**src/rtl/mem_stage_pkg.sv**
```systemverilog
// Shared widths, stall encoding, load opcodes and bus layout for the memory stage.
// EX->MEM bus is also exposed as a packed struct so field access stays readable.
package mem_stage_pkg;

  localparam int EX_TO_MEM_WD = 80;
  localparam int MEM_TO_WB_WD = 70;
  localparam int HILO_WD      = 66;

  localparam logic STOP    = 1'b1;
  localparam logic NO_STOP = 1'b0;

  localparam logic [3:0] MEM_NONE = 4'd0;
  localparam logic [3:0] MEM_LB   = 4'd1;
  localparam logic [3:0] MEM_LBU  = 4'd2;
  localparam logic [3:0] MEM_LH   = 4'd3;
  localparam logic [3:0] MEM_LHU  = 4'd4;
  localparam logic [3:0] MEM_LW   = 4'd5;

  // EX->MEM field offsets (LSB positions)
  localparam int EM_MEM_OP_LSB  = 76;
  localparam int EM_PC_LSB      = 44;
  localparam int EM_RAM_EN      = 43;
  localparam int EM_RAM_WEN_LSB = 39;
  localparam int EM_SEL_RF_RES  = 38;
  localparam int EM_RF_WE       = 37;
  localparam int EM_RF_WADDR_LSB = 32;
  localparam int EM_RESULT_LSB  = 0;

  // MEM->WB field offsets
  localparam int MW_PC_LSB       = 38;
  localparam int MW_RF_WE        = 37;
  localparam int MW_RF_WADDR_LSB = 32;
  localparam int MW_RF_WDATA_LSB = 0;

  // HI/LO field offsets
  localparam int HL_HI_WDATA_LSB = 34;
  localparam int HL_LO_WDATA_LSB = 2;
  localparam int HL_HI_WE        = 1;
  localparam int HL_LO_WE        = 0;

  typedef struct packed {
    logic [3:0]  mem_op;
    logic [31:0] pc;
    logic        ram_en;
    logic [3:0]  ram_wen;
    logic        sel_rf_res;
    logic        rf_we;
    logic [4:0]  rf_waddr;
    logic [31:0] ex_result;
  } ex_mem_t;

  function automatic logic is_load(input logic [3:0] op);
    return (op >= MEM_LB) && (op <= MEM_LW);
  endfunction

endpackage

```
**src/rtl/mem_stage_load_align.sv**
```systemverilog
// Byte/halfword lane select with sign or zero extension for loads.
// Purely combinational; unknown opcodes produce zero.
module load_align
  import mem_stage_pkg::*;
(
  input  logic [3:0]  mem_op,
  input  logic [1:0]  addr,
  input  logic [31:0] rdata,
  output logic [31:0] data
);

  logic [7:0]  byte_sel;
  logic [15:0] half_sel;

  always_comb begin
    byte_sel = 8'h00;
    case (addr)
      2'd0:    byte_sel = rdata[7:0];
      2'd1:    byte_sel = rdata[15:8];
      2'd2:    byte_sel = rdata[23:16];
      default: byte_sel = rdata[31:24];
    endcase
    // addr[0] is deliberately ignored for halfwords: misalignment is not trapped here
    half_sel = addr[1] ? rdata[31:16] : rdata[15:0];
  end

  always_comb begin
    data = 32'h0;
    case (mem_op)
      MEM_LB:  data = {{24{byte_sel[7]}}, byte_sel};
      MEM_LBU: data = {24'h0, byte_sel};
      MEM_LH:  data = {{16{half_sel[15]}}, half_sel};
      MEM_LHU: data = {16'h0, half_sel};
      MEM_LW:  data = rdata;
      default: data = 32'h0;
    endcase
  end

endmodule

```
**src/rtl/mem_stage.sv**
```systemverilog
// Memory pipeline stage: registers EX->MEM and HI/LO buses under the stall vector,
// aligns load data (combinational from SRAM) and keeps it stable across stalls.
module mem_stage
  import mem_stage_pkg::*;
(
  input  logic                    clk,
  input  logic                    rst,
  input  logic [5:0]              stall,
  input  logic [EX_TO_MEM_WD-1:0] ex_to_mem_bus,
  input  logic [HILO_WD-1:0]      hilo_ex_to_mem_bus,
  input  logic [31:0]             data_sram_rdata,
  output logic [MEM_TO_WB_WD-1:0] mem_to_wb_bus,
  output logic [HILO_WD-1:0]      hilo_mem_to_wb_bus,
  output logic                    mem_wreg,
  output logic [4:0]              mem_waddr,
  output logic [31:0]             mem_wdata,
  output logic                    mem_hi_we,
  output logic                    mem_lo_we,
  output logic [31:0]             mem_hi_wdata,
  output logic [31:0]             mem_lo_wdata
);

  ex_mem_t              bus_q, bus_d;
  logic [HILO_WD-1:0]   hilo_q, hilo_d;
  logic                 hold_valid_q, hold_valid_d;
  logic [31:0]          rdata_hold_q, rdata_hold_d;
  logic                 fresh_q, fresh_d;

  logic [31:0]          eff_rdata;
  logic [31:0]          load_data;
  logic [31:0]          rf_wdata;

  always_comb begin
    bus_d        = bus_q;
    hilo_d       = hilo_q;
    hold_valid_d = hold_valid_q;
    rdata_hold_d = rdata_hold_q;
    fresh_d      = 1'b0;
    if (stall[3] == STOP && stall[4] == NO_STOP) begin
      bus_d        = '0;
      hilo_d       = '0;
      hold_valid_d = 1'b0;
    end else if (stall[3] == NO_STOP) begin
      bus_d        = ex_mem_t'(ex_to_mem_bus);
      hilo_d       = hilo_ex_to_mem_bus;
      hold_valid_d = 1'b0;
      fresh_d      = 1'b1;
    end else begin
      // SRAM data is only valid in the first MEM cycle, so grab it before it is lost
      if (fresh_q && !hold_valid_q && bus_q.ram_en && (bus_q.ram_wen == 4'h0)) begin
        hold_valid_d = 1'b1;
        rdata_hold_d = data_sram_rdata;
      end
    end
  end

  always_ff @(posedge clk) begin
    if (rst) begin
      bus_q        <= '0;
      hilo_q       <= '0;
      hold_valid_q <= 1'b0;
      rdata_hold_q <= 32'h0;
      fresh_q      <= 1'b0;
    end else begin
      bus_q        <= bus_d;
      hilo_q       <= hilo_d;
      hold_valid_q <= hold_valid_d;
      rdata_hold_q <= rdata_hold_d;
      fresh_q      <= fresh_d;
    end
  end

  assign eff_rdata = hold_valid_q ? rdata_hold_q : data_sram_rdata;

  load_align u_load_align (
    .mem_op (bus_q.mem_op),
    .addr   (bus_q.ex_result[1:0]),
    .rdata  (eff_rdata),
    .data   (load_data)
  );

  assign rf_wdata = (bus_q.sel_rf_res && is_load(bus_q.mem_op)) ? load_data : bus_q.ex_result;

  assign mem_to_wb_bus      = {bus_q.pc, bus_q.rf_we, bus_q.rf_waddr, rf_wdata};
  assign hilo_mem_to_wb_bus = hilo_q;

  assign mem_wreg  = bus_q.rf_we;
  assign mem_waddr = bus_q.rf_waddr;
  assign mem_wdata = rf_wdata;

  assign mem_hi_we    = hilo_q[HL_HI_WE];
  assign mem_lo_we    = hilo_q[HL_LO_WE];
  assign mem_hi_wdata = hilo_q[HL_HI_WDATA_LSB +: 32];
  assign mem_lo_wdata = hilo_q[HL_LO_WDATA_LSB +: 32];

endmodule

```
**config.mk**
```make
export PLATFORM = sky130hd
export DESIGN_NAME = mem_stage
export DESIGN_NICKNAME = d
export VERILOG_FILES = /design/src/rtl/mem_stage_pkg.sv /design/src/rtl/mem_stage_load_align.sv /design/src/rtl/mem_stage.sv
export SDC_FILE = /design/constraint.sdc
export NUM_CORES = 1
export LEC_CHECK = 0
export ABC_AREA = 1
export ABC_CLOCK_PERIOD_IN_PS = 2800
export CORE_AREA = 3 3 166 168
export CTS_CLUSTER_SIZE = 25
export DETAILED_ROUTE_END_ITERATION = 6
export DIE_AREA = 0 0 169 171
export DONT_BUFFER_PORTS = 1
export PLACE_DENSITY = 0.51
export SYNTH_ARGS = -nofsm -noshare
export SYNTH_HDL_FRONTEND = slang
export SYNTH_SLANG_ARGS = --single-unit
export TNS_END_PERCENT = 50
```
**constraint.sdc**
```tcl
create_clock -name clk -period 2.8 [get_ports clk]
set_input_delay 0.14 -clock clk [delete_from_list [all_inputs] [get_ports clk]]
set_output_delay 0.14 -clock clk [all_outputs]
set_load 0.01 [all_outputs]
```
==> impl_metrics.yaml <==
layout:
  n_fill_cell: 2713
  syn2layout_area_growth_pct: 18.60
  final_common_cell: "nand2_1"
  drive_gt1_frac: 0.07989
  antenna_cells: 0
  nNetsFinal: 1625
  layout_common_cells: "nand2_1, a21oi_1, dfxtp_1, dlygate4sd3_1, nor2_1"
cts:
  clk_pin_slew_ns: 0.07
  cts_tree: "yes"
  cts_sinks: 180
  h-tree-depth: 4
  cts_root_buf: "clkbuf_16"
  clkLatencyLatePin_ns: 0.43
  post_cts_buffers: 0
  clockBufferDepth: 2
  cts-buffers-inserted: 17
logic_synthesis:
  syn_area_um2: 9397
  synth_warnings: 0
  ys_seq_area_frac: 0.3835
  synth_cells: 1422
  ys_types: 20
  synth_seq_cells: 180
  avgSynthCellArea_um2: 6.608
  synth_nets: 1608
timing:
  period_needed_ns: 2.516
  finalClockSkew_ns: 0.01056
  slew_headroom: 0.4398
  fmax_mhz: 397.5
  hold_viol_final: 0
  fin_crit_sh: 0.8984
  setup_violations: 0
  tightest_slew_ns: 0.8403
  setup_tns_ns: 0
  drv_slew: 0
  rsz0062_at_grt: "no"
power_and_ir_drop:
  powerDensity_nw_per_um2: 544.8
  power_mw: 6.071
  p_leak_nw: 4.570
  ir_drop_v: 0.0003689
run_status:
  status: "finished, final reports clean"
die:
  die_w_um: 169
  fp.dieH_um: 171
  io_pins: 426
  fp-row-count: 59
  coreArea_um2: 26060
  initial_core_util: 0.3606
  die_area_um2: 28900
worst_setup_path:
  crit_path_start_kind: "flop"
  crit_type: "flop to output pin"
  end_kind: "output pin"
  worstPathArrival_ns: 2.38
  rrSetupSlack_ns: 0.33
  critPathMaxFanout: 38
  cp.required_ns: 2.66
routing:
  num_vias: 8770
  routed_wirelength_mm: 32.66
  drcViolationCount: 0
  antenna_left: 0
  via_per_inst: 4.908
  drtIter0Drc: 480
  firstDrtPassIters: 5
  drt-wirelength-per-cell_um: 18.28
grt:
  grt_pass1_wl_mm: 49.24
  antenna_found_initial: 1
  gr-total-overflow: 0
  grtUsageTotal: 0.2168
  first_global_vias: 8708
  grt_max_degree: 148
placed_design:
  gp_congestion: 0.8687
  numPortBuffers: 0
  dp_hpwl_mm: 21.44
min_path:
  hp-class: "primary input to flop"
job:
  cap_violations: 0
## sequential cells by signal, indices dropped and copies added (netlist names)
name / flops
bus_q: 42
fresh_q: 1
hilo_mem_to_wb_bus: 66
hold_valid_q: 1
mem_to_wb_bus: 32
mem_waddr: 5
mem_wreg: 1
rdata_hold_q: 32
## cells by family (layout without fill, tap and decap cells)
| logic type | after synthesis | in the layout | synth area share |
|---|---|---|---|
| compound gates | 246 | 246 | 0.1385 |
| flops | 180 | 180 | 0.3835 |
| buf+inv | 302 | 332 | 0.1867 |
| simple gates | 694 | 694 | 0.2913 |
## stage by stage
step           instances  hold WS, ns  setup slack, ns  area, um2    util
6_report            1787       0.1275           0.2845      11140  0.4277
5_1_grt             1787       0.1799           0.1147      11140  0.4277
3_3_place_gp        1575       0.2072           0.5520       8737  0.3353
3_5_place_dp        1575       0.2092           0.5660       8737  0.3353
2_1_floorplan       1422       0.2837            1.161       9397       -
4_1_cts             1787       0.1069          0.09695      11140  0.4276
## worst max-delay path, cell delays in order, from the launching register on
cell	delay (ns)
dfxtp_2	0.54
buf_4	0.41
o21ai_0	0.28
nand2_1	0.12
nand2_1	0.05
nor2_1	0.09
nor2_1	0.04
nor2_1	0.18
nor2_1	0.07
buf_4	0.16
## what timing repair did
| action | 4_1_cts | 5_1_grt |
|---|---|---|
| endpoints found under the hold margin | 180 | 0 |
| setup endpoints to repair | 0 | 32 |
| hold buffers | 180 | 0 |
| gates resized for setup | 0 | 2 |
## synth_stat cells
master    count  area (um2)
a21boi_2      1       11.26
a21oi_1     187       935.9
a21oi_2      17       148.9
buf_1         5       18.77
buf_2        37       185.2
buf_4       145        1089
buf_6         4       45.04
clkbuf_1     37       138.9
dfxtp_1     180        3603
inv_1        71       266.5
inv_2         3       11.26
nand2_1     516        1937
nand2_2       7       43.79
nand3_1      70       350.3
nand3_2       2       20.02
nor2_1       95       356.6
nor2_2        3       18.77
nor2_4        1       11.26
o21ai_0      39       195.2
o21ai_1       2       10.01
## routing by layer
metal | vias to the layer above | share of wire | track usage
met3 | 49 | 0.069 | 0.05499
met1 | 4036 | 0.41 | 0.2650
met2 | 334 | 0.49 | 0.3709
met5 | - | 0.00040 | 0
li1 | 4349 | - | -
met4 | 2 | 0.030 | 0.07904
## worst paths after layout
kind,start,to,cells after the start
max,hold_valid_q$_SDFFE_PP0P_,mem_to_wb_bus[6],9
min,stall[3],hold_valid_q$_SDFFE_PP0P_,4
max reg2reg,hold_valid_q$_SDFFE_PP0P_,rdata_hold_q[31]$_SDFFE_PP0P_,9
min reg2reg,rdata_hold_q[29]$_SDFFE_PP0P_,rdata_hold_q[29]$_SDFFE_PP0P_,2
## report_power, final
part           internal (mW)  leakage [nW]  switching, mW  total (mW)
clock                   1.24         0.288           1.20        2.44
sequential              2.66          1.47          0.149        2.81
combinational          0.355          2.81          0.470       0.825
total                   4.25          4.57           1.82        6.07
## final cells by class
class | instances | area, um2 | area share
Tap cell | 335 | 419.2 | 0.03761
Clock buffer | 19 | 452.9 | 0.04064
Multi-Input combinational cell | 940 | 4050 | 0.3634
Inverter | 74 | 282.8 | 0.02537
Sequential cell | 180 | 3605 | 0.3235
Timing Repair Buffer | 226 | 2202 | 0.1976
Clock inverter | 13 | 132.6 | 0.01190
No activity file was read; power rests on OpenSTA's default activity.
